[config.mk]
export PLATFORM = sky130hd
export DESIGN_NAME = decode_pipe
export DESIGN_NICKNAME = d
export VERILOG_FILES = /design/src/rtl/decode_pkg.sv /design/src/rtl/decode_ctrl.sv /design/src/rtl/decode_pipe.sv
export SDC_FILE = /design/constraint.sdc
export NUM_CORES = 1
export LEC_CHECK = 0
export ABC_CLOCK_PERIOD_IN_PS = 3000
export CORE_MARGIN = 2
export CORE_UTILIZATION = 50
export DETAILED_ROUTE_END_ITERATION = 12
export GPL_TIMING_DRIVEN = 0
export PLACE_DENSITY = 0.74
export REMOVE_ABC_BUFFERS = 1
export SLEW_MARGIN = 20
export SYNTH_ARGS = -nofsm -noshare
export SYNTH_HDL_FRONTEND = slang
export SYNTH_SLANG_ARGS = --single-unit
[constraint.sdc]
create_clock -name i_clk -period 3 [get_ports i_clk]
set_input_delay 0.6 -clock i_clk [delete_from_list [all_inputs] [get_ports i_clk]]
set_output_delay 0.6 -clock i_clk [all_outputs]
set_load 0.005 [all_outputs]
[src/rtl/decode_pkg.sv]
// Shared encodings and the decoded control bundle for decode_pipe.
// Build option: DECODE_WRITE_BYPASS_EN (handled in decode_pipe.sv).
package decode_pkg;

    typedef enum logic [1:0] {
        OP_DP  = 2'b00,
        OP_MEM = 2'b01,
        OP_BR  = 2'b10,
        OP_NOP = 2'b11
    } op_t;

    localparam logic [3:0] CMD_AND = 4'b0000;
    localparam logic [3:0] CMD_SUB = 4'b0010;
    localparam logic [3:0] CMD_ADD = 4'b0100;
    localparam logic [3:0] CMD_CMP = 4'b1010;
    localparam logic [3:0] CMD_ORR = 4'b1100;
    localparam logic [3:0] CMD_MOV = 4'b1101;

    localparam logic [2:0] ALU_ADD   = 3'b000;
    localparam logic [2:0] ALU_SUB   = 3'b001;
    localparam logic [2:0] ALU_AND   = 3'b010;
    localparam logic [2:0] ALU_ORR   = 3'b011;
    localparam logic [2:0] ALU_PASSB = 3'b100;

    localparam logic [1:0] IMM_8  = 2'b00;
    localparam logic [1:0] IMM_12 = 2'b01;
    localparam logic [1:0] IMM_24 = 2'b10;

    localparam logic [1:0] FW_NONE = 2'b00;
    localparam logic [1:0] FW_NZ   = 2'b10;
    localparam logic [1:0] FW_NZCV = 2'b11;

    // reg_src bit positions: bit 0 steers RA1 to the PC, bit 1 steers RA2 to Rd
    localparam int REGSRC_RA1_PC = 0;
    localparam int REGSRC_RA2_RD = 1;

    typedef struct packed {
        logic       pc_src;
        logic       reg_write;
        logic       mem_to_reg;
        logic       mem_write;
        logic       branch;
        logic       alu_src;
        logic [2:0] alu_control;
        logic [1:0] flag_write;
    } ctrl_t;

    localparam ctrl_t CTRL_BUBBLE = '0;

    // True for the data-processing commands this pipeline implements
    function automatic logic is_dp_cmd(input logic [3:0] cmd);
        return (cmd == CMD_AND) || (cmd == CMD_SUB) || (cmd == CMD_ADD) ||
               (cmd == CMD_CMP) || (cmd == CMD_ORR) || (cmd == CMD_MOV);
    endfunction

    // ALU operation for a data-processing command
    function automatic logic [2:0] dp_alu(input logic [3:0] cmd);
        logic [2:0] alu;
        case (cmd)
            CMD_AND: alu = ALU_AND;
            CMD_SUB: alu = ALU_SUB;
            CMD_CMP: alu = ALU_SUB;
            CMD_ORR: alu = ALU_ORR;
            CMD_MOV: alu = ALU_PASSB;
            default: alu = ALU_ADD;
        endcase
        return alu;
    endfunction

endpackage

[src/rtl/decode_ctrl.sv]
// Combinational main decoder: Op/Funct/Rd to control bundle, immediate
// format, register-source steering and RA2 usage for hazard detection.
module decode_ctrl
    import decode_pkg::*;
#(
    parameter int PC_IDX = 15
) (
    input  logic [1:0] op,
    input  logic [5:0] funct,
    input  logic [3:0] rd,
    output ctrl_t      ctrl,
    output logic [1:0] imm_src,
    output logic [1:0] reg_src,
    output logic       ra2_used
);

    localparam logic [3:0] PC_A = 4'(PC_IDX);

    logic       i_bit;
    logic [3:0] cmd;
    logic       s_bit;
    logic       u_bit;

    // funct = Instr[25:20]: I, cmd[3:0] (or P/U/B/W for memory), S (or L)
    assign i_bit = funct[5];
    assign cmd   = funct[4:1];
    assign s_bit = funct[0];
    assign u_bit = funct[3];

    // Decode by instruction class; unknown DP commands and Op=11 stay all-zero
    always_comb begin
        ctrl     = CTRL_BUBBLE;
        imm_src  = IMM_8;
        reg_src  = '0;
        ra2_used = 1'b0;
        case (op_t'(op))
            OP_DP: begin
                if (is_dp_cmd(cmd)) begin
                    ctrl.reg_write   = (cmd != CMD_CMP);
                    ctrl.alu_src     = i_bit;
                    ctrl.alu_control = dp_alu(cmd);
                    ra2_used         = ~i_bit;
                    if (cmd == CMD_CMP) begin
                        ctrl.flag_write = FW_NZCV;
                    end else if (s_bit) begin
                        ctrl.flag_write = ((cmd == CMD_ADD) || (cmd == CMD_SUB)) ? FW_NZCV : FW_NZ;
                    end
                end
            end
            OP_MEM: begin
                imm_src          = IMM_12;
                ctrl.alu_src     = ~i_bit;
                ctrl.alu_control = u_bit ? ALU_ADD : ALU_SUB;
                if (s_bit) begin
                    ctrl.reg_write  = 1'b1;
                    ctrl.mem_to_reg = 1'b1;
                end else begin
                    ctrl.mem_write         = 1'b1;
                    reg_src[REGSRC_RA2_RD] = 1'b1;
                    ra2_used               = 1'b1;
                end
            end
            OP_BR: begin
                imm_src                = IMM_24;
                ctrl.branch            = 1'b1;
                ctrl.alu_src           = 1'b1;
                reg_src[REGSRC_RA1_PC] = 1'b1;
            end
            default: begin
            end
        endcase
        ctrl.pc_src = ctrl.branch | (ctrl.reg_write & (rd == PC_A));
    end

endmodule

[src/rtl/decode_pipe.sv]
// Decode stage: register file, immediate extender, load-use detection and
// the D/E pipeline register.
// Build option: DECODE_WRITE_BYPASS_EN -- when defined, a W-stage write is
// visible to a D-stage read of the same register in the same cycle.
module decode_pipe
    import decode_pkg::*;
#(
    parameter int DATA_W = 32,
    parameter int NREG   = 16,
    parameter int PC_IDX = NREG - 1
) (
    input  logic              i_clk,
    input  logic              i_reset,
    input  logic [31:0]       i_Instruction_D,
    input  logic              i_Valid_D,
    input  logic [DATA_W-1:0] i_PCPlus8_D,
    input  logic              i_Stall_D,
    input  logic              i_Flush_E,
    input  logic              i_RegWrite_W,
    input  logic [3:0]        i_WA3_W,
    input  logic [DATA_W-1:0] i_Result_W,
    output logic              o_LdStall_D,
    output logic              o_Valid_E,
    output logic [DATA_W-1:0] o_RD1_E,
    output logic [DATA_W-1:0] o_RD2_E,
    output logic [DATA_W-1:0] o_ExtImm_E,
    output logic [3:0]        o_RA1_E,
    output logic [3:0]        o_RA2_E,
    output logic [3:0]        o_WA3_E,
    output logic [3:0]        o_Cond_E,
    output logic              o_PCSrc_E,
    output logic              o_RegWrite_E,
    output logic              o_MemtoReg_E,
    output logic              o_MemWrite_E,
    output logic              o_Branch_E,
    output logic              o_ALUSrc_E,
    output logic [2:0]        o_ALUControl_E,
    output logic [1:0]        o_FlagWrite_E
);

    localparam logic [3:0] PC_A = 4'(PC_IDX);

    logic [31:0]       instr;
    ctrl_t             ctrl_d;
    logic [1:0]        imm_src;
    logic [1:0]        reg_src;
    logic              ra2_used;
    logic [3:0]        ra1_d;
    logic [3:0]        ra2_d;
    logic [3:0]        wa3_d;
    logic [DATA_W-1:0] rd1_d;
    logic [DATA_W-1:0] rd2_d;
    logic [DATA_W-1:0] ext_d;
    logic              ld_stall;
    logic              bubble;

    logic [DATA_W-1:0] regs [NREG];

    logic              valid_e;
    ctrl_t             ctrl_e;
    logic [DATA_W-1:0] rd1_e;
    logic [DATA_W-1:0] rd2_e;
    logic [DATA_W-1:0] ext_e;
    logic [3:0]        ra1_e;
    logic [3:0]        ra2_e;
    logic [3:0]        wa3_e;
    logic [3:0]        cond_e;

    assign instr = i_Instruction_D;

    decode_ctrl #(
        .PC_IDX (PC_IDX)
    ) u_ctrl (
        .op       (instr[27:26]),
        .funct    (instr[25:20]),
        .rd       (instr[15:12]),
        .ctrl     (ctrl_d),
        .imm_src  (imm_src),
        .reg_src  (reg_src),
        .ra2_used (ra2_used)
    );

    assign ra1_d = reg_src[REGSRC_RA1_PC] ? PC_A : instr[19:16];
    assign ra2_d = reg_src[REGSRC_RA2_RD] ? instr[15:12] : instr[3:0];
    assign wa3_d = instr[15:12];

    // Register file write; the PC slot is never written so it holds its reset value
    always_ff @(posedge i_clk or negedge i_reset) begin
        if (!i_reset) begin
            for (int i = 0; i < NREG; i++) begin
                regs[i] <= '0;
            end
        end else if (i_RegWrite_W && (i_WA3_W != PC_A)) begin
            regs[i_WA3_W] <= i_Result_W;
        end
    end

    // Read port 1: PC index overrides both the array and any same-cycle write
    always_comb begin
        rd1_d = regs[ra1_d];
`ifdef DECODE_WRITE_BYPASS_EN
        if (i_RegWrite_W && (i_WA3_W == ra1_d)) begin
            rd1_d = i_Result_W;
        end
`endif
        if (ra1_d == PC_A) begin
            rd1_d = i_PCPlus8_D;
        end
    end

    // Read port 2: same priority as port 1
    always_comb begin
        rd2_d = regs[ra2_d];
`ifdef DECODE_WRITE_BYPASS_EN
        if (i_RegWrite_W && (i_WA3_W == ra2_d)) begin
            rd2_d = i_Result_W;
        end
`endif
        if (ra2_d == PC_A) begin
            rd2_d = i_PCPlus8_D;
        end
    end

    // Immediate extension: imm8/imm12 zero-extended, imm24 sign-extended word offset
    always_comb begin
        ext_d = '0;
        case (imm_src)
            IMM_12:  ext_d = DATA_W'(instr[11:0]);
            IMM_24:  ext_d = {{(DATA_W-26){instr[23]}}, instr[23:0], 2'b00};
            default: ext_d = DATA_W'(instr[7:0]);
        endcase
    end

    // Load-use: the load in E would not have its data ready for this D read
    always_comb begin
        ld_stall = i_Valid_D & valid_e & ctrl_e.mem_to_reg &
                   ((wa3_e == ra1_d) | ((wa3_e == ra2_d) & ra2_used));
    end

    assign o_LdStall_D = ld_stall;
    assign bubble      = i_Flush_E | ld_stall | i_Stall_D | ~i_Valid_D;

    // D/E register: bubbles zero control and data so a killed slot is inert
    always_ff @(posedge i_clk or negedge i_reset) begin
        if (!i_reset) begin
            valid_e <= 1'b0;
            ctrl_e  <= CTRL_BUBBLE;
            rd1_e   <= '0;
            rd2_e   <= '0;
            ext_e   <= '0;
            ra1_e   <= '0;
            ra2_e   <= '0;
            wa3_e   <= '0;
            cond_e  <= '0;
        end else if (bubble) begin
            valid_e <= 1'b0;
            ctrl_e  <= CTRL_BUBBLE;
            rd1_e   <= '0;
            rd2_e   <= '0;
            ext_e   <= '0;
            ra1_e   <= '0;
            ra2_e   <= '0;
            wa3_e   <= '0;
            cond_e  <= '0;
        end else begin
            valid_e <= 1'b1;
            ctrl_e  <= ctrl_d;
            rd1_e   <= rd1_d;
            rd2_e   <= rd2_d;
            ext_e   <= ext_d;
            ra1_e   <= ra1_d;
            ra2_e   <= ra2_d;
            wa3_e   <= wa3_d;
            cond_e  <= instr[31:28];
        end
    end

    assign o_Valid_E      = valid_e;
    assign o_RD1_E        = rd1_e;
    assign o_RD2_E        = rd2_e;
    assign o_ExtImm_E     = ext_e;
    assign o_RA1_E        = ra1_e;
    assign o_RA2_E        = ra2_e;
    assign o_WA3_E        = wa3_e;
    assign o_Cond_E       = cond_e;
    assign o_PCSrc_E      = ctrl_e.pc_src;
    assign o_RegWrite_E   = ctrl_e.reg_write;
    assign o_MemtoReg_E   = ctrl_e.mem_to_reg;
    assign o_MemWrite_E   = ctrl_e.mem_write;
    assign o_Branch_E     = ctrl_e.branch;
    assign o_ALUSrc_E     = ctrl_e.alu_src;
    assign o_ALUControl_E = ctrl_e.alu_control;
    assign o_FlagWrite_E  = ctrl_e.flag_write;

endmodule
==> After elaboration in Yosys (flattened, before gate mapping) <==
Cells that the tools add are included.
{ "totals": {"register_bits": 636, "input_bits": 106, "out_inout_bits": 125, "elab_cells": 120} }
{ "op_classes": {"n_lt_le_gt_ge": 4, "eq_ne": 16, "mux": 42, "bitwise": 15, "reduce_logical": 11} }
{ "op_table": {"columns": ["operator", "n"], "rows": [
  ["$bwmux 512", 1],
  ["$mux 32", 10],
  ["$bmux 32 s4", 2],
  ["$demux 32 s4", 1],
  ["$pmux 32 s2", 1],
  ["$eq 4x4->1 const B", 6],
  ["$mux 4", 6],
  ["$ge 5x5->1 const B", 3],
  ["$not 4->5", 3],
  ["$pmux 3 s4", 1],
  ["$mux 11", 1],
  ["$mux 2", 5],
  ["$eq 4x4->1", 2],
  ["$mux 1", 8],
  ["$ne 4x4->1 const B", 2],
  ["$logic_or 1x1->1", 6],
  ["$mux 6", 1],
  ["$pmux 3 s2", 1],
  ["$and 1x1->1", 5],
  ["$lt 5x1->1 const B", 1],
  ["$or 1x1->1", 5],
  ["$eq 2x1->1 const B", 2],
  ["$eq 2x2->1 const B", 2],
  ["$eq 4x2->1 const B", 1],
  ["other kinds (9)", 12]
]} }

==> Depth between registers and ports, before layout <==
Gate-level depths: netlist of run 1.
{ "depth": {"ltp_word": 15, "ltp_mapped": 12, "depth_no_buf": 9} }

==> By module <==
From an unflattened synthesis of run 1, not the netlist that was laid out.
{ "hier_totals": {"hier_cells": 3064, "hier_area_um2": 32468.6} }
{ "by_module_without_submodules": {"columns": ["module", "n_inst", "cells_per_inst", "area_per_inst_um2"], "rows": [
  ["decode_pipe", 1, 3023, 32204.6],
  ["decode_ctrl", 1, 41, 264.0]
]} }

==> Worst setup path after synthesis of run 1 <==
No wires, ideal clock.
{ "synth_path": {"path_type": "input-to-output", "start": "input port i_Instruction_D[27]", "end": "output port o_LdStall_D", "arrival_ps": 2117, "required_ps": 2400, "setup_slack_ps": 283, "stages": 7, "path_cell_list": "inv_1 -> ha_1 -> nor2b_1 -> or4_1 -> o32ai_1 -> a32oi_2 -> nor3b_1"} }
{ "synth_between": {"elab_chain_len": 7, "elab_cells_between_ends": 13, "classes_between": "4 x eq/ne; 5 x mux; 3 x bitwise; 1 x reduce/logical"} }
{ "synth_rtl": {"columns": ["element", "line", "rtl"], "rows": [
  ["start: declaration", "decode_pipe.sv:14", "input logic [31:0] i_Instruction_D,"],
  ["$eq 2x1->1", "decode_ctrl.sv:36", "case (op_t'(op))"],
  ["$mux 1", "decode_ctrl.sv:36", null],
  ["$mux 4", "decode_pipe.sv:84", "assign ra2_d = reg_src[REGSRC_RA2_RD] ? instr[15:12] : instr[3:0];"],
  ["$eq 4x4->1", "decode_pipe.sv:137", "((wa3_e == ra1_d) | ((wa3_e == ra2_d) & ra2_used));"],
  ["$and 1x1->1", "decode_pipe.sv:137", null],
  ["$or 1x1->1 (*)", "decode_pipe.sv:137", null],
  ["$and 1x1->1 (*)", "decode_pipe.sv:136", "ld_stall = i_Valid_D & valid_e & ctrl_e.mem_to_reg &"],
  ["end: declaration", "decode_pipe.sv:22", "output logic o_LdStall_D,"]
]} }
Every way passes the cells marked *; elsewhere a longest branch is shown, timed or not.

==> Final worst setup path of run 1 <==
{ "layout_path": {"start": "input port i_Instruction_D[16]", "end": "output port o_LdStall_D"} }
{ "layout_between": {"elab_chain_len": 4} }
{ "layout_rtl": {"columns": ["element", "line", "rtl"], "rows": [
  ["$mux 4", "decode_pipe.sv:83", "assign ra1_d = reg_src[REGSRC_RA1_PC] ? PC_A : instr[19:16];"],
  ["$eq 4x4->1", "decode_pipe.sv:137", null],
  ["$or 1x1->1", "decode_pipe.sv:137", null],
  ["$and 1x1->1", "decode_pipe.sv:136", null]
]} }
No other way between the ends.

==> metrics.txt, run 1 <==
Die Area=0.0661 mm2; clock sink count=630; Area growth syn-to-layout=23.3%; Final Setup Violations=0; R2R cell count=10; sequential power share=44.3%; main flop type after synthesis=dfrtp_1; largest net degree at the start of global routing=106; CP max-delay cell=or2_4; antenna violations before repair=3; CTS HTree Levels=3; Rows=92; CP top delay family=simple AND/OR/NAND/NOR gates; DIE HEIGHT=257 um; post-synthesis register bit count=630; DP HPWL=66,800 um; Psw=7.45 mW; clock slew seen by the registers of the worst setup and hold paths=0.06 ns; CTS tree=done; Setup Skew=0.0111 ns; nets@finish=3,325; Hold Crit Depth=3; RSZ-0062 raised after global routing=yes; final instance area=0.0395 mm2; initial core utilization=50.7%; post-synthesis sequential area ratio=49.2%; core area=0.0632 mm2; Crit Path Class=input pin to primary output; gr usage total=34.0%; maximum vdd drop=0.000406 V; Final Hold Fails=0; crit path DAT=2.40 ns; Tmin final=3.00 ns; drt pass-1 iters=8; gpl congestion=0.818; dpl cell area=0.0364 mm2; Fin Hold WS=0.359 ns; Final Max Slew Viols=0; overall power=25.5 mW; crit-path cells=buf_12 > or2_4 > buf_16 > or3_1 > o211ai_1 > a32oi_2 > nor3b_2 > buf_2; Switching Share=29.2%; DRC Markers=0; Vias/cell=6.74; fin crit share=99.8%; status=completed; Max-Slew Margin vs Limit=38.3%; Clk Latency, worst-skew pair=0.61 ns; combinational share of power=21.1%; crit-path max cell delay=0.42 ns; first-pass GRT wire length=171,000 um; power per cell area=647 mW/mm2; commonest non-fill, non-tap cell in the layout=dfrtp_1; vias=27,700; worst path required time=2.40 ns; R2R Setup Slk=0.39 ns; vias in the first global route=27,700; port bufs=230; starting DRC count in detailed routing=3,929; Die Width=257 um; P_int=18.1 mW; Post-synth EDFFs=0; CTS buffer count=68; Mapped Avg Cell Area=10.4 um2; HP Class=input pin to flop; ANT nets after route=0; library cells used by synthesis=49; Bufs and invs on worst path=3; total gr overflow=0; Root Buffer=clkbuf_16; YS warnings=0; Worst Setup End Kind=primary output; max cap viols=0; # IOs=231; Fmax=334 MHz; Synth async-reset ratio=100%; Crit path depth=8; average wire per standard cell=28.0 um; synthesized area=0.0320 mm2; clock group share of total power=34.6%; CP max FO=100; Critical Path Start Type=input pin; share of post-route cells with drive strength above 1=27.3%; ANT cells=0; Leakage=16.7 nW; clk buf depth=3; final wirelength=115,000 um; Slew @ Worst Pin=0.902 ns; commonest cells after routing, fill and taps aside=dfrtp_1 (628), nand2_1 (559), mux2_2 (540); synthesized instance count=3,087
worst register-to-register path: stages (launching register included):
cell and delay (ns):
dfrtp_2 0.40, xor2_1 0.16, or4_1 0.49, o32ai_2 0.15
a32oi_2 0.20, buf_4 0.18, o21ai_4 0.19, buf_4 0.20
buf_16 0.17, buf_16 0.20, nor3_1 0.12
area by class of cell:
class | instances | area, um2
multi-input cells | 2141 | 15400
repair buffers | 369 | 4970
clock buffers | 100 | 2100
clock inverters | 19 | 245
well taps | 846 | 1060
fillers | 4575 | 23700
inverters | 3 | 13.8
flip-flops and latches | 630 | 15800
cells in the mapped netlist (27+ instances only):
cell type | instances | area share, %
clkbuf_1 | 233 | 2.7
o211ai_1 | 33 | 0.77
mux2i_1 | 97 | 3.0
nor2_1 | 130 | 1.5
buf_2 | 42 | 0.66
a21oi_1 | 75 | 1.2
nand3_1 | 132 | 2.1
dfrtp_1 | 630 | 49
nor3_1 | 42 | 0.66
nor2b_1 | 37 | 0.72
a31oi_1 | 128 | 2.5
o21ai_0 | 35 | 0.55
a32oi_1 | 65 | 1.8
a211oi_1 | 33 | 0.77
nand2_1 | 560 | 6.6
buf_1 | 27 | 0.32
nor3_2 | 29 | 0.91
o22ai_1 | 32 | 0.62
a2111oi_0 | 32 | 0.87
mux2_2 | 540 | 19
nor4_1 | 34 | 0.66
per-stage QoR:
| stage | util (%) | setup TNS (ns) | setup WS [ns] | cells |
|---|---|---|---|---|
| 5_1_grt | 62.5 | 0 | 0.00208 | 4108 |
| 3_5_place_dp | 57.7 | -262.22 | -3.12 | 3948 |
| 2_1_floorplan | - | -807.73 | -7.10 | 2767 |
| 4_1_cts | 62.4 | 0 | 0.00488 | 4106 |
| 3_3_place_gp | 53.9 | - | -25.58 | 3843 |
| 6_report | 62.5 | 0 | 0.00479 | 4108 |
sequential cells by signal (all words and copies together), names as in the netlist, 2 cells and up:
signal	flops
o_RD1_E	32
o_RA1_E	4
o_ExtImm_E	26
o_Cond_E	4
o_RA2_E	4
o_RD2_E	32
o_ALUControl_E	3
regs	512
o_FlagWrite_E	2
o_WA3_E	4
power groups by stage:
stage	combinational (mW)	clock [mW]	sequential [mW]
after floorplan	3.32	0	11.0
after global placement	4.79	0	11.2
after detailed placement	5.04	0	11.3
after CTS	5.25	8.91	11.2
after global routing	5.76	9.25	11.4
final	5.39	8.85	11.3
per-layer routing:
layer / vias up / global-route usage (%) / part of all wire [%]
met5: - / 0 / 0.030
met3: 577 / 10.7 / 14
met1: 13600 / 44.1 / 37
met4: 6 / 20.1 / 6.4
met2: 2273 / 50.1 / 43
li1: 11200 / - / -
logic make-up (layout without fill, tap and decap cells):
family                   Yosys count  count (layout)  synth area share, %
AO/OA/AOI/OAI                    452             454                 9.55
XOR/XNOR                           9               9                0.246
adder cells (fa/ha/maj)            6               6                0.234
buffers and inverters            323             491                 4.24
flip-flops                       630             630                 49.2
multiplexers                     642             643                 22.2
AND/OR/NAND/NOR                 1025            1029                 14.3
final timing paths:
check / startpoint / endpoint
max in group asynchronous: i_reset / regs[125]
min in group asynchronous: i_reset / o_RA1_E[2]
max: i_Instruction_D[16] / o_LdStall_D
max reg2reg: o_WA3_E[1] / o_RD1_E[31]
min: i_Instruction_D[26] / o_ALUSrc_E
min reg2reg: regs[3] / regs[3]
what timing repair did:
action,in CTS,in global routing
setup endpoints to repair,119,1
pin swaps,13,5
cloned,17,2
hold buffers,1,0
hold endpoints to repair,30,0
gates resized for setup,47,14
setup buffers,22,1
(Power assumes the default switching activity.)
==> run 2: changes to the inputs <==
--- a/config.mk
+++ b/config.mk
@@ -10,6 +10,7 @@
 export CORE_UTILIZATION = 50
 export DETAILED_ROUTE_END_ITERATION = 12
 export GPL_TIMING_DRIVEN = 0
+export HOLD_SLACK_MARGIN = 0.1
 export PLACE_DENSITY = 0.74
 export REMOVE_ABC_BUFFERS = 1
 export SLEW_MARGIN = 20
==> results of run 2 <==
Same layout as run 1: the final DEF is identical, and so are final timing and power.
